File: config.mk
export PLATFORM = sky130hd
export DESIGN_NAME = gcd_controller
export DESIGN_NICKNAME = d
export VERILOG_FILES = /design/src/rtl/gcd_controller.sv
export SDC_FILE = /design/constraint.sdc
export NUM_CORES = 1
export LEC_CHECK = 0
export CORE_ASPECT_RATIO = 1.25
export CORE_MARGIN = 10
export CORE_UTILIZATION = 45
export CTS_BUF_LIST = sky130_fd_sc_hd__clkbuf_4 sky130_fd_sc_hd__clkbuf_8
export DETAILED_ROUTE_END_ITERATION = 10
export PLACE_DENSITY_LB_ADDON = 0.15
export SLEW_MARGIN = 15
export SYNTH_ARGS = -nofsm -noshare
export SYNTH_HDL_FRONTEND = slang
export SYNTH_SLANG_ARGS = --single-unit
File: constraint.sdc
create_clock -name clk -period 2.25 [get_ports clk]
set_clock_uncertainty 0.2 [all_clocks]
set_input_delay 0.3375 -clock clk [delete_from_list [all_inputs] [get_ports clk]]
set_output_delay 0.3375 -clock clk [all_outputs]
set_load 0.05 [all_outputs]
File: src/rtl/gcd_controller.sv
// gcd_controller: sequencing FSM for a 16-bit subtractive GCD datapath.
// Loads two operands over a valid/ready handshake, then alternates
// compare/subtract until A == B, and reports done, err, timeout and iter_cnt.
// Optional iteration limit: define GCD_TIMEOUT_EN to stop after MAX_ITER steps.
module gcd_controller #(
  parameter int DATA_W   = 16,
  parameter int ITER_W   = 16,
  parameter int MAX_ITER = 1000
) (
  input  logic              clk,
  input  logic              rst,
  input  logic              start,
  input  logic              op_valid,
  output logic              op_ready,
  input  logic [DATA_W-1:0] data_in,
  input  logic              gt,
  input  logic              lt,
  input  logic              eq,
  output logic              lda,
  output logic              ldb,
  output logic              sel1,
  output logic              sel2,
  output logic              sel_in,
  output logic              busy,
  output logic              done,
  output logic              err,
  output logic              timeout,
  output logic [ITER_W-1:0] iter_cnt
);

`ifdef GCD_TIMEOUT_EN
  localparam bit TIMEOUT_EN = 1'b1;
`else
  localparam bit TIMEOUT_EN = 1'b0;
`endif

  localparam logic [ITER_W-1:0] ITER_LIMIT = ITER_W'(MAX_ITER);

  typedef enum logic [2:0] {
    IDLE, LOAD_A, LOAD_B, CMP, SUB_A, SUB_B, DONE
  } state_t;

  state_t state, state_next;

  logic zero_flag;
  logic err_q;
  logic timeout_q;
  logic clear_run;
  logic zero_seen;
  logic inc_iter;
  logic set_err;
  logic set_timeout;

  // State register; async reset always returns to IDLE.
  always_ff @(posedge clk or posedge rst) begin
    if (rst) state <= IDLE;
    else     state <= state_next;
  end

  // Next-state and state-decoded datapath controls.
  always_comb begin
    state_next  = state;
    op_ready    = 1'b0;
    lda         = 1'b0;
    ldb         = 1'b0;
    sel1        = 1'b0;
    sel2        = 1'b0;
    sel_in      = 1'b0;
    busy        = 1'b0;
    done        = 1'b0;
    clear_run   = 1'b0;
    zero_seen   = 1'b0;
    inc_iter    = 1'b0;
    set_err     = 1'b0;
    set_timeout = 1'b0;
    case (state)
      IDLE: begin
        if (start) begin
          clear_run  = 1'b1;
          state_next = LOAD_A;
        end
      end
      LOAD_A: begin
        busy     = 1'b1;
        op_ready = 1'b1;
        if (op_valid) begin
          lda        = 1'b1;
          sel_in     = 1'b1;
          zero_seen  = (data_in == '0);
          state_next = LOAD_B;
        end
      end
      LOAD_B: begin
        busy     = 1'b1;
        op_ready = 1'b1;
        if (op_valid) begin
          ldb        = 1'b1;
          sel_in     = 1'b1;
          zero_seen  = (data_in == '0);
          state_next = CMP;
        end
      end
      CMP: begin
        busy = 1'b1;
        if (zero_flag) begin
          set_err    = 1'b1;
          state_next = DONE;
        end else if (eq) begin
          state_next = DONE;
        end else if (TIMEOUT_EN && (iter_cnt == ITER_LIMIT)) begin
          set_err     = 1'b1;
          set_timeout = 1'b1;
          state_next  = DONE;
        end else if (gt) begin
          state_next = SUB_A;
        end else if (lt) begin
          state_next = SUB_B;
        end else begin
          state_next = DONE;
        end
      end
      SUB_A: begin
        busy       = 1'b1;
        lda        = 1'b1;
        sel2       = 1'b1;
        inc_iter   = 1'b1;
        state_next = CMP;
      end
      SUB_B: begin
        busy       = 1'b1;
        ldb        = 1'b1;
        sel1       = 1'b1;
        inc_iter   = 1'b1;
        state_next = CMP;
      end
      DONE: begin
        done       = 1'b1;
        state_next = IDLE;
      end
      default: state_next = IDLE;
    endcase
  end

  // Run status: cleared on an accepted start, held until the next one.
  always_ff @(posedge clk or posedge rst) begin
    if (rst) begin
      iter_cnt  <= '0;
      err_q     <= 1'b0;
      timeout_q <= 1'b0;
      zero_flag <= 1'b0;
    end else begin
      if (clear_run) begin
        iter_cnt  <= '0;
        err_q     <= 1'b0;
        timeout_q <= 1'b0;
        zero_flag <= 1'b0;
      end
      if (zero_seen)                      zero_flag <= 1'b1;
      if (inc_iter && (iter_cnt != '1))   iter_cnt  <= iter_cnt + 1'b1;
      if (set_err)                        err_q     <= 1'b1;
      if (set_timeout)                    timeout_q <= 1'b1;
    end
  end

  assign err     = err_q;
  assign timeout = timeout_q;

endmodule

==> qor.csv, run 1 <==
metric;value;unit
fin nets;224;
reg2reg start;iter_cnt[0];
mean post-synth cell area;8.554;sq um
register area share after synthesis;40.15;%
status;complete, no violations;
Yosys reg bits;21;
CP Launch Type;register;
GP Congestion;0.8906;
Req. time, crit path;1710;ps
Pre-antenna DRT Iters;4;
vias in the first global route;1375;
first-pass GRT wire length;6134;um
Hold Buf Count CTS;0;
layout cell share with drive strength beyond 1;14.07;%
worst setup path start;iter_cnt[6];
Crit. End Element;output pin;
cells along the critical path;clkdlybuf4s50_1;
Finish-stage setup viols;0;
WP data arrival;1640;ps
placed cell area;1838;sq um
hold crit path type;primary input to async pin;
Num CTS Buffers;3;
YS warnings;0;
P&R area growth vs syn;44.55;%
cell depth of the worst flop-to-flop path;7;
critical path's slowest cell;clkdlybuf4s50_1;
crit path kind;register to output pin;
Lkg Pwr;0.0008367;uW
max-slew violations;0;
Top Usage Layer GRT;met2;
CTS Sinks;21;
overall routing resource usage;13.87;%
antenna violations before repair;0;
post-route insts no fill;233;
Detail Placement HPWL;3051;um
total power;1725;uW
fmax;458.4;MHz
multi-input logic area;730.7;sq um
largest net degree at the start of global routing;15;
Design Area, Final;1892;sq um
vias per cell;5.665;
grt met1 use;13.75;%
DR WL/cell;16.02;um
Core ar.;2733;sq um
Worst-path clk slew;120;ps
# IOs;49;
Root Buffer;clkbuf_4;
initial core utilization;47.89;%
final worst path period share;96.95;%
crit path max fanout;6;
worst path bufs/invs;1;
die width;68.24;um
post-route setup slack;68.60;ps
pwr/cell area;911.8;nW/um^2
die extent in y;80.30;um
most frequent cells in the layout;clkdlybuf4s50_1 (36), dfrtp_1 (18), nand2_1 (15), nand3_1 (13), o21ai_1 (12);
flop-to-flop setup slack;110;ps
Sequential Area;529.3;sq um
max cap viols;0;
Fin. Hold Viols;0;
vias;1320;
Setup WS pre-CTS;41.22;ps
WL final;3732;um
commonest non-fill, non-tap cell in the layout;clkdlybuf4s50_1;
FP Rows;21;
met3 usage;6.944;%
Syn Inst Count;153;
Netlist cell types;41;
slew margin rel.;64.17;%
M2 GR Usage;24.81;%
VDD IR max;1.220;mV
die area;5479;sq um
Worst Max-Slew Pin Slew;536.8;ps
total gr overflow;0;
CP Depth;1;
PortBufs;47;
synthesized area;1309;sq um
Initial DRC Count;64;
H-tree levels;1;
drt drc;0;
fin crit period;2181;ps
CP max stage delay;850;ps
antenna-violating nets left;0;
Antenna Cells;0;
Syn Nets;177;
Max Root-Sink Buffers;2;
Filler cells;232;
cell family with most CP delay;buffers and inverters;
placed insts;228;
setup TNS;0;ps
CTS tree;built;
clk_lat worst skew;300;ps
[power by group]
group	internal [uW]	leakage [uW]	switching (uW)
combinational	395	0.000535	630
clock	66.2	0.0000177	120
sequential	421	0.000284	91.3
total	883	0.000837	842
[timing repair]
| item | 4_1_cts | 5_1_grt |
|---|---|---|
| buffers inserted | 0 | 1 |
| endpoints found under the setup margin | 0 | 12 |
| hold endpoints to repair | 0 | 0 |
| resized for setup | 0 | 6 |
[final timing paths]
check,endpoint
max reg2reg,iter_cnt[8]
min reg2reg,err
min,iter_cnt[3]
max,iter_cnt[6]
min in group clk,err
max in group asynchronous,iter_cnt[9]
[flip-flops by register name, indices dropped and copies added (netlist names)]
name / flops
err: 1
iter_cnt: 16
state: 3
zero_flag: 1
[layout make-up]
cell class                      instances  share of cell area (%)
Inverter                                5                  0.9921
Timing Repair Buffer                   50                   28.70
Tap cell                               34                   2.249
Sequential cell                        21                   27.98
Clock inverter                          1                  0.2646
Multi-Input combinational cell        119                   38.62
Clock buffer                            3                   1.190
[synthesized netlist by cell type, drive strengths merged]
cell	count	share of area, %
o21bai	1	0.57
mux2i	1	0.76
xnor2	3	2.0
nand3	14	5.7
a21o	5	2.9
ha	1	0.96
and3	3	1.4
a21oi	6	2.6
o211ai	1	0.57
nor2b	2	0.96
o21ai	14	5.6
inv	5	1.4
nand4	4	2.9
clkbuf	4	1.1
nand2b	2	0.96
nor4	5	3.5
conb	1	0.29
and2	2	0.96
nor3	10	3.8
o31ai	2	1.1
o22ai	2	0.96
nand2	15	4.3
and4	3	2.0
or4	1	0.57
or3	3	1.4
nor2	12	3.6
nand3b	1	0.57
dfrtp	21	40
a22o	3	2.0
buf	4	2.4
o21a	2	1.7
[cell families after synthesis]
family          share of synthesized area [%]
simple gates                            32.79
compound gates                          18.07
flops                                   40.15
buf+inv                                 4.970
xor+xnor                                2.008
fa+ha+maj                              0.9559
other cells                            0.2865
mux                                    0.7648
[metrics by stage]
stage | utilization, % | hold WS, ps
final | 69.23 | 73.71
after floorplan | - | 113.9
after global routing | 69.23 | 96.93
after CTS | 68.27 | 86.50
after global placement | 67.26 | 290.3
after detailed placement | 67.26 | 295.6
[metal layers]
layer | vias to the layer above | share of wire, % | wire [um]
met3 | 6 | 12 | 451
met5 | - | 0 | 0
met1 | 614 | 36 | 1354
met2 | 60 | 50 | 1860
met4 | 0 | 1.8 | 66
li1 | 640 | - | -
(Power assumes the default switching activity.)
==> run 2: changes to the inputs <==
CORE_MARGIN = default   (was 10)
==> run 2 against run 1 <==
- first-iteration DRC count shrank 27%
- register-to-register slack improved by 40 ps
- final cell count decreased by 0.43%
- largest power group unchanged
==> qor.csv, run 2 (synthesis gave the netlist of run 1 again) <==
metric;value;unit;change
Lkg Pwr;0.0008160;uW;-2.5%
max-slew violations;0;;unchanged
die width;50.24;um;-26%
CTS Sinks;21;;unchanged
max FFs per register;16;;unchanged
final worst path period share;96.28;%;-0.67 points
Logic pwr share;59.2;%;-0.3 points
Top reg by flops;iter_cnt;;
status;complete, no violations;;
H-tree levels;1;;unchanged
Detail Placement HPWL;2458;um;-19%
commonest non-fill, non-tap cell in the layout;clkdlybuf4s50_1;;
Fin. Hold Viols;0;;unchanged
largest net degree at the start of global routing;22;;+7
Max Root-Sink Buffers;2;;unchanged
power share of the sequential group;29.4;%;-0.3 points
P_int;898.2;uW;+1.7%
P&R area growth vs syn;44.36;%;
first-pass GRT wire length;5361;um;-13%
most frequent cells in the layout;clkdlybuf4s50_1 (37), dfrtp_1 (19), nand2_1 (15), nand3_1 (13), o21ai_1 (12);;
fmax;461.6;MHz;+0.70%
Sequential Area;528.0;sq um;-0.24%
cell family with most CP delay;buffers and inverters;;
RSZ-0062 raised after global routing;false;;
PortBufs;47;;unchanged
vias in the first global route;1289;;-6.3%
Finish-stage setup viols;0;;unchanged
die area;3129;sq um;-43%
worst path bufs/invs;1;;unchanged
Worst-path clk slew;120;ps;about the same
FP Rows;21;;unchanged
Req. time, crit path;1710;ps;about the same
placed insts;228;;unchanged
Filler cells;223;;-3.9%
GP Congestion;0.8680;;-2.5%
pwr/cell area;920.2;nW/um^2;+0.92%
drt drc;0;;unchanged
Core ar.;2733;sq um;unchanged
antenna violations before repair;0;;unchanged
Worst Max-Slew Pin Slew;539.2;ps;+2.416 ps
Num CTS Buffers;3;;unchanged
DR WL/cell;13.94;um;-13%
CTS tree;built;;
slew margin rel.;64.01;%;-0.16 points
die extent in y;62.30;um;-22%
switching power;840.3;uW;-0.20%
# IOs;49;;unchanged
critical path's slowest cell;clkdlybuf4s50_1;;
layout cell share with drive strength beyond 1;13.64;%;-0.43 points
crit path kind;register to output pin;;
fin crit period;2166;ps;-15.13 ps
Initial DRC Count;47;;-27%
antenna-violating nets left;0;;unchanged
VDD IR max;0.9545;mV;-22%
total gr overflow;0;;unchanged
multi-input logic area;737.0;sq um;+0.86%
Pre-antenna DRT Iters;6;;+2
Util after Layout;69.14;%;-0.092 points
max cap viols;0;;unchanged
hold crit path type;primary input to async pin;;
WP data arrival;1630;ps;about the same
CP max stage delay;840;ps;about the same
vias per cell;5.741;;+1.3%
WL final;3235;um;-13%
Root Buffer;clkbuf_4;;
cells along the critical path;clkdlybuf4s50_1;;
post-route insts no fill;232;;-0.43%
# Post-CTS Setup Buffers;0;;unchanged
Clk pwr share;11.4;%;+0.6 points
CP Launch Type;register;;
crit path max fanout;6;;unchanged
switching power share of the total;48.33;%;-0.48 points
overall routing resource usage;22.35;%;+8.5 points
fin nets;223;;-0.45%
clk_lat worst skew;310;ps;about the same
setup TNS;0;ps;unchanged
Antenna Cells;0;;unchanged
Crit. End Element;output pin;;
initial core utilization;47.89;%;unchanged
vias;1332;;+0.91%
largest registers;iter_cnt (16), state (3);;
run 2: through the flow:
step | hold WS, ps | power (uW) | setup slack, ps | area, sq um
6_report | 131.0 | 1738 | 83.74 | 1889
3_5_place_dp | 294.4 | 1524 | 54.15 | 1838
4_1_cts | 144.1 | 1728 | 29.01 | 1871
3_3_place_gp | 288.2 | 1510 | 130.3 | 1838
2_1_floorplan | 113.9 | 1195 | 35.14 | 1314
5_1_grt | 197.9 | 1835 | 4.248 | 1889
run 2: area by class of cell:
type / count / share of cell area [%]
multi-input cells: 119 / 39.01
flip-flops and latches: 21 / 27.95
repair buffers: 49 / 28.21
clock buffers: 4 / 1.589
inverters: 5 / 0.9934
well taps: 34 / 2.252
run 2: per-layer routing:
layer  vias up  wire [um]  global-route usage, %
met5         -          0                      0
met4         0         51                  8.929
met3         7        194                  3.922
met2        60       1707                  40.17
met1       622       1282                  25.16
li1        643          -                      -
run 2: power groups by stage:
stage / combinational [uW] / clock, uW / sequential (uW)
detailed placement: 1010 / 0 / 516
floorplan: 694 / 0 / 502
finish: 1030 / 198 / 512
global route: 1090 / 223 / 519
global placement: 999 / 0 / 511
CTS: 1020 / 202 / 510
run 2: path summary, 6_finish.rpt:
path | slack [ps] | cells after the start | from | end
min in group clk | 330 | 1 | iter_cnt[0] | iter_cnt[0]
max reg2reg | 150 | 6 | iter_cnt[0] | iter_cnt[3]
min reg2reg | 330 | 1 | iter_cnt[0] | iter_cnt[0]
max | 80 | 1 | iter_cnt[6] | iter_cnt[6]
min | 130 | 3 | rst | state[1]
max in group asynchronous | 1490 | 3 | rst | iter_cnt[0]
run 2: worst reg2reg max path, delay by kind of cell, from the launching register on:
family                   cells  cell delay, ps
adder cells (fa/ha/maj)      1             250
AO/OA/AOI/OAI                2             370
AND/OR/NAND/NOR              3             770
flip-flops                   1             420
run 2: repair_timing:
action                                 CTS  global route
setup endpoints to repair                1             8
pin swaps                                0             1
hold buffers                             0             0
endpoints found under the hold margin    0             0
resized for setup                        1             4
cloned                                   0             0
==> run 3: changes to the inputs <==
CORE_UTILIZATION = 44   (was 45)
CTS_BUF_LIST = default   (was sky130_fd_sc_hd__clkbuf_4 sky130_fd_sc_hd__clkbuf_8)
==> run 3 against run 2 <==
- first-iteration DRC count fell by 38%
- clock-buffer cell count did not move
- hold slack got worse by 31 ps
- design area rose by 0.99%
- clock power fell by 4%
- combinational power barely moved
- wire length rose by 4.8%
- critical path depth did not move
- sequential power barely moved
- sequential share of layout area fell by 0.27 points
- non-clock buffer count rose by 2
- final cell count rose by 0.86%
- critical endpoint unchanged
==> qor.csv, run 3 (synthesis gave the netlist of run 1 again) <==
metric;value;unit;change
status;complete, no violations;;
Top Usage Layer GRT;met2;;
largest registers;iter_cnt (16), state (3);;
layout cell share with drive strength beyond 1;14.00;%;+0.36 points
clk_lat worst skew;320;ps;about the same
Initial DRC Count;29;;-38%
placed insts;229;;+0.44%
CTS Sinks;21;;unchanged
multi-input logic area;742.0;sq um;+0.68%
Clk pwr share;11.0;%;-0.4 points
Root Buffer;clkbuf_4;;
die extent in y;62.98;um;+1.1%
critical path's slowest cell;clkdlybuf4s50_1;;
max-slew violations;0;;unchanged
Logic pwr share;59.6;%;+0.4 points
Antenna Cells;0;;unchanged
CTS tree;built;;
Filler cells;231;;+3.6%
overall routing resource usage;23.64;%;+1.3 points
R2R Path End;iter_cnt[8];;
Num CTS Buffers;3;;unchanged
GP Congestion;0.9047;;+4.2%
CP Depth;1;;unchanged
Crit. End Element;output pin;;
setup TNS;0;ps;unchanged
worst path bufs/invs;1;;unchanged
cells along the critical path;clkdlybuf4s50_1;;
Sequential Area;528.0;sq um;unchanged
first-pass GRT wire length;5727;um;+6.8%
total gr overflow;0;;unchanged
grt met1 use;27.16;%;+2.0 points
H-tree levels;1;;unchanged
Max Root-Sink Buffers;2;;unchanged
worst setup path start;iter_cnt[6];;
slew margin rel.;64.97;%;+0.95 points
Req. time, crit path;1710;ps;about the same
WL final;3390;um;+4.8%
initial core utilization;47.44;%;-0.46 points
met3 usage;3.893;%;-0.029 points
final worst path period share;96.33;%;about the same
Detail Placement HPWL;2603;um;+5.9%
post-route insts no fill;234;;+0.86%
DR WL/cell;14.49;um;+3.9%
crit path kind;register to output pin;;
# IOs;49;;unchanged
fin nets;225;;+0.90%
cell family with most CP delay;buffers and inverters;;
switching power share of the total;48.71;%;+0.37 points
vias per cell;5.774;;+0.56%
Fin. Hold Viols;0;;unchanged
FP Rows;21;;unchanged
most frequent cells in the layout;clkdlybuf4s50_1 (36), dfrtp_1 (19), nand2_1 (15), nand3_1 (13), o21ai_1 (12);;
CP max stage delay;840;ps;about the same
switching power;844.6;uW;+0.52%
Worst Max-Slew Pin Slew;523.9;ps;-15.35 ps
Pre-antenna DRT Iters;4;;-2
PortBufs;47;;unchanged
drt drc;0;;unchanged
Hold Slack;100.2;ps;-30.78 ps
P&R area growth vs syn;45.79;%;
Top reg by flops;iter_cnt;;
vias;1351;;+1.4%
die area;3198;sq um;+2.2%
antenna violations before repair;0;;unchanged
Core ar.;2759;sq um;+0.96%
commonest non-fill, non-tap cell in the layout;clkdlybuf4s50_1;;
P_int;889.5;uW;-0.97%
RSZ-0062 raised after global routing;false;;
Finish-stage setup viols;0;;unchanged
vias in the first global route;1316;;+2.1%
VDD IR max;0.9629;mV;+0.88%
fmax;461.4;MHz;about the same
flop-to-flop setup slack;130;ps;-20 ps
Critical path destination;iter_cnt[6];;
Lkg Pwr;0.0008427;uW;+3.3%
max FFs per register;16;;unchanged
WP data arrival;1630;ps;about the same
antenna-violating nets left;0;;unchanged
Worst-path clk slew;120;ps;about the same
crit path max fanout;6;;unchanged
largest net degree at the start of global routing;15;;-32%
fin crit period;2167;ps;+1.119 ps
power share of the sequential group;29.5;%;about the same
M2 GR Usage;40.50;%;+0.33 points
die width;50.78;um;+1.1%
hold crit path type;primary input to async pin;;
cell depth of the worst flop-to-flop path;7;;+1
pwr/cell area;908.8;nW/um^2;-1.2%
reg2reg start;iter_cnt[0];;
CP Launch Type;register;;
max cap viols;0;;unchanged
## run 3: layer usage
layer,share of wire [%],vias up
li1,-,653
met1,40,629
met2,52,58
met3,5.2,11
met4,3.2,0
met5,0,-
## run 3: worst min path at each step
stage | from | end | slack [ps] | cells past startpoint
after global placement | err | err | 290 | 1
after CTS | rst | iter_cnt[3] | 120 | 2
final | rst | iter_cnt[3] | 100 | 2
after floorplan | rst | err | 110 | 1
after global routing | rst | iter_cnt[3] | 140 | 2
after detailed placement | err | err | 310 | 1
## run 3: power by group through the flow
stage	sequential [uW]	combinational, uW	clock, uW
3_3_place_gp	511	1000	0
5_1_grt	522	1100	204
3_5_place_dp	517	1010	0
2_1_floorplan	502	694	0
6_report	511	1030	190
4_1_cts	510	1020	190
## run 3: final cells by class
class,count,area share (%)
Sequential cell,21,27.67
Clock buffer,4,1.377
Timing Repair Buffer,51,28.85
Multi-Input combinational cell,119,38.89
Inverter,5,0.9836
Tap cell,34,2.230
## run 3: what timing repair did
action	4_1_cts	5_1_grt
setup buffers	0	1
setup endpoints to repair	1	7
hold buffers	0	0
resized for setup	1	6
pin swaps	0	1
hold endpoints to repair	0	0
## run 3: per-stage QoR
| stage | setup slack, ps | utilization (%) | power (uW) | cell area [sq um] |
|---|---|---|---|---|
| after floorplan | 35.14 | - | 1195 | 1314 |
| after global placement | 163.1 | 66.89 | 1511 | 1846 |
| after detailed placement | 80.31 | 66.89 | 1527 | 1846 |
| after CTS | 8.880 | 67.94 | 1719 | 1874 |
| after global routing | 35.21 | 69.16 | 1829 | 1908 |
| final | 82.62 | 69.16 | 1734 | 1908 |
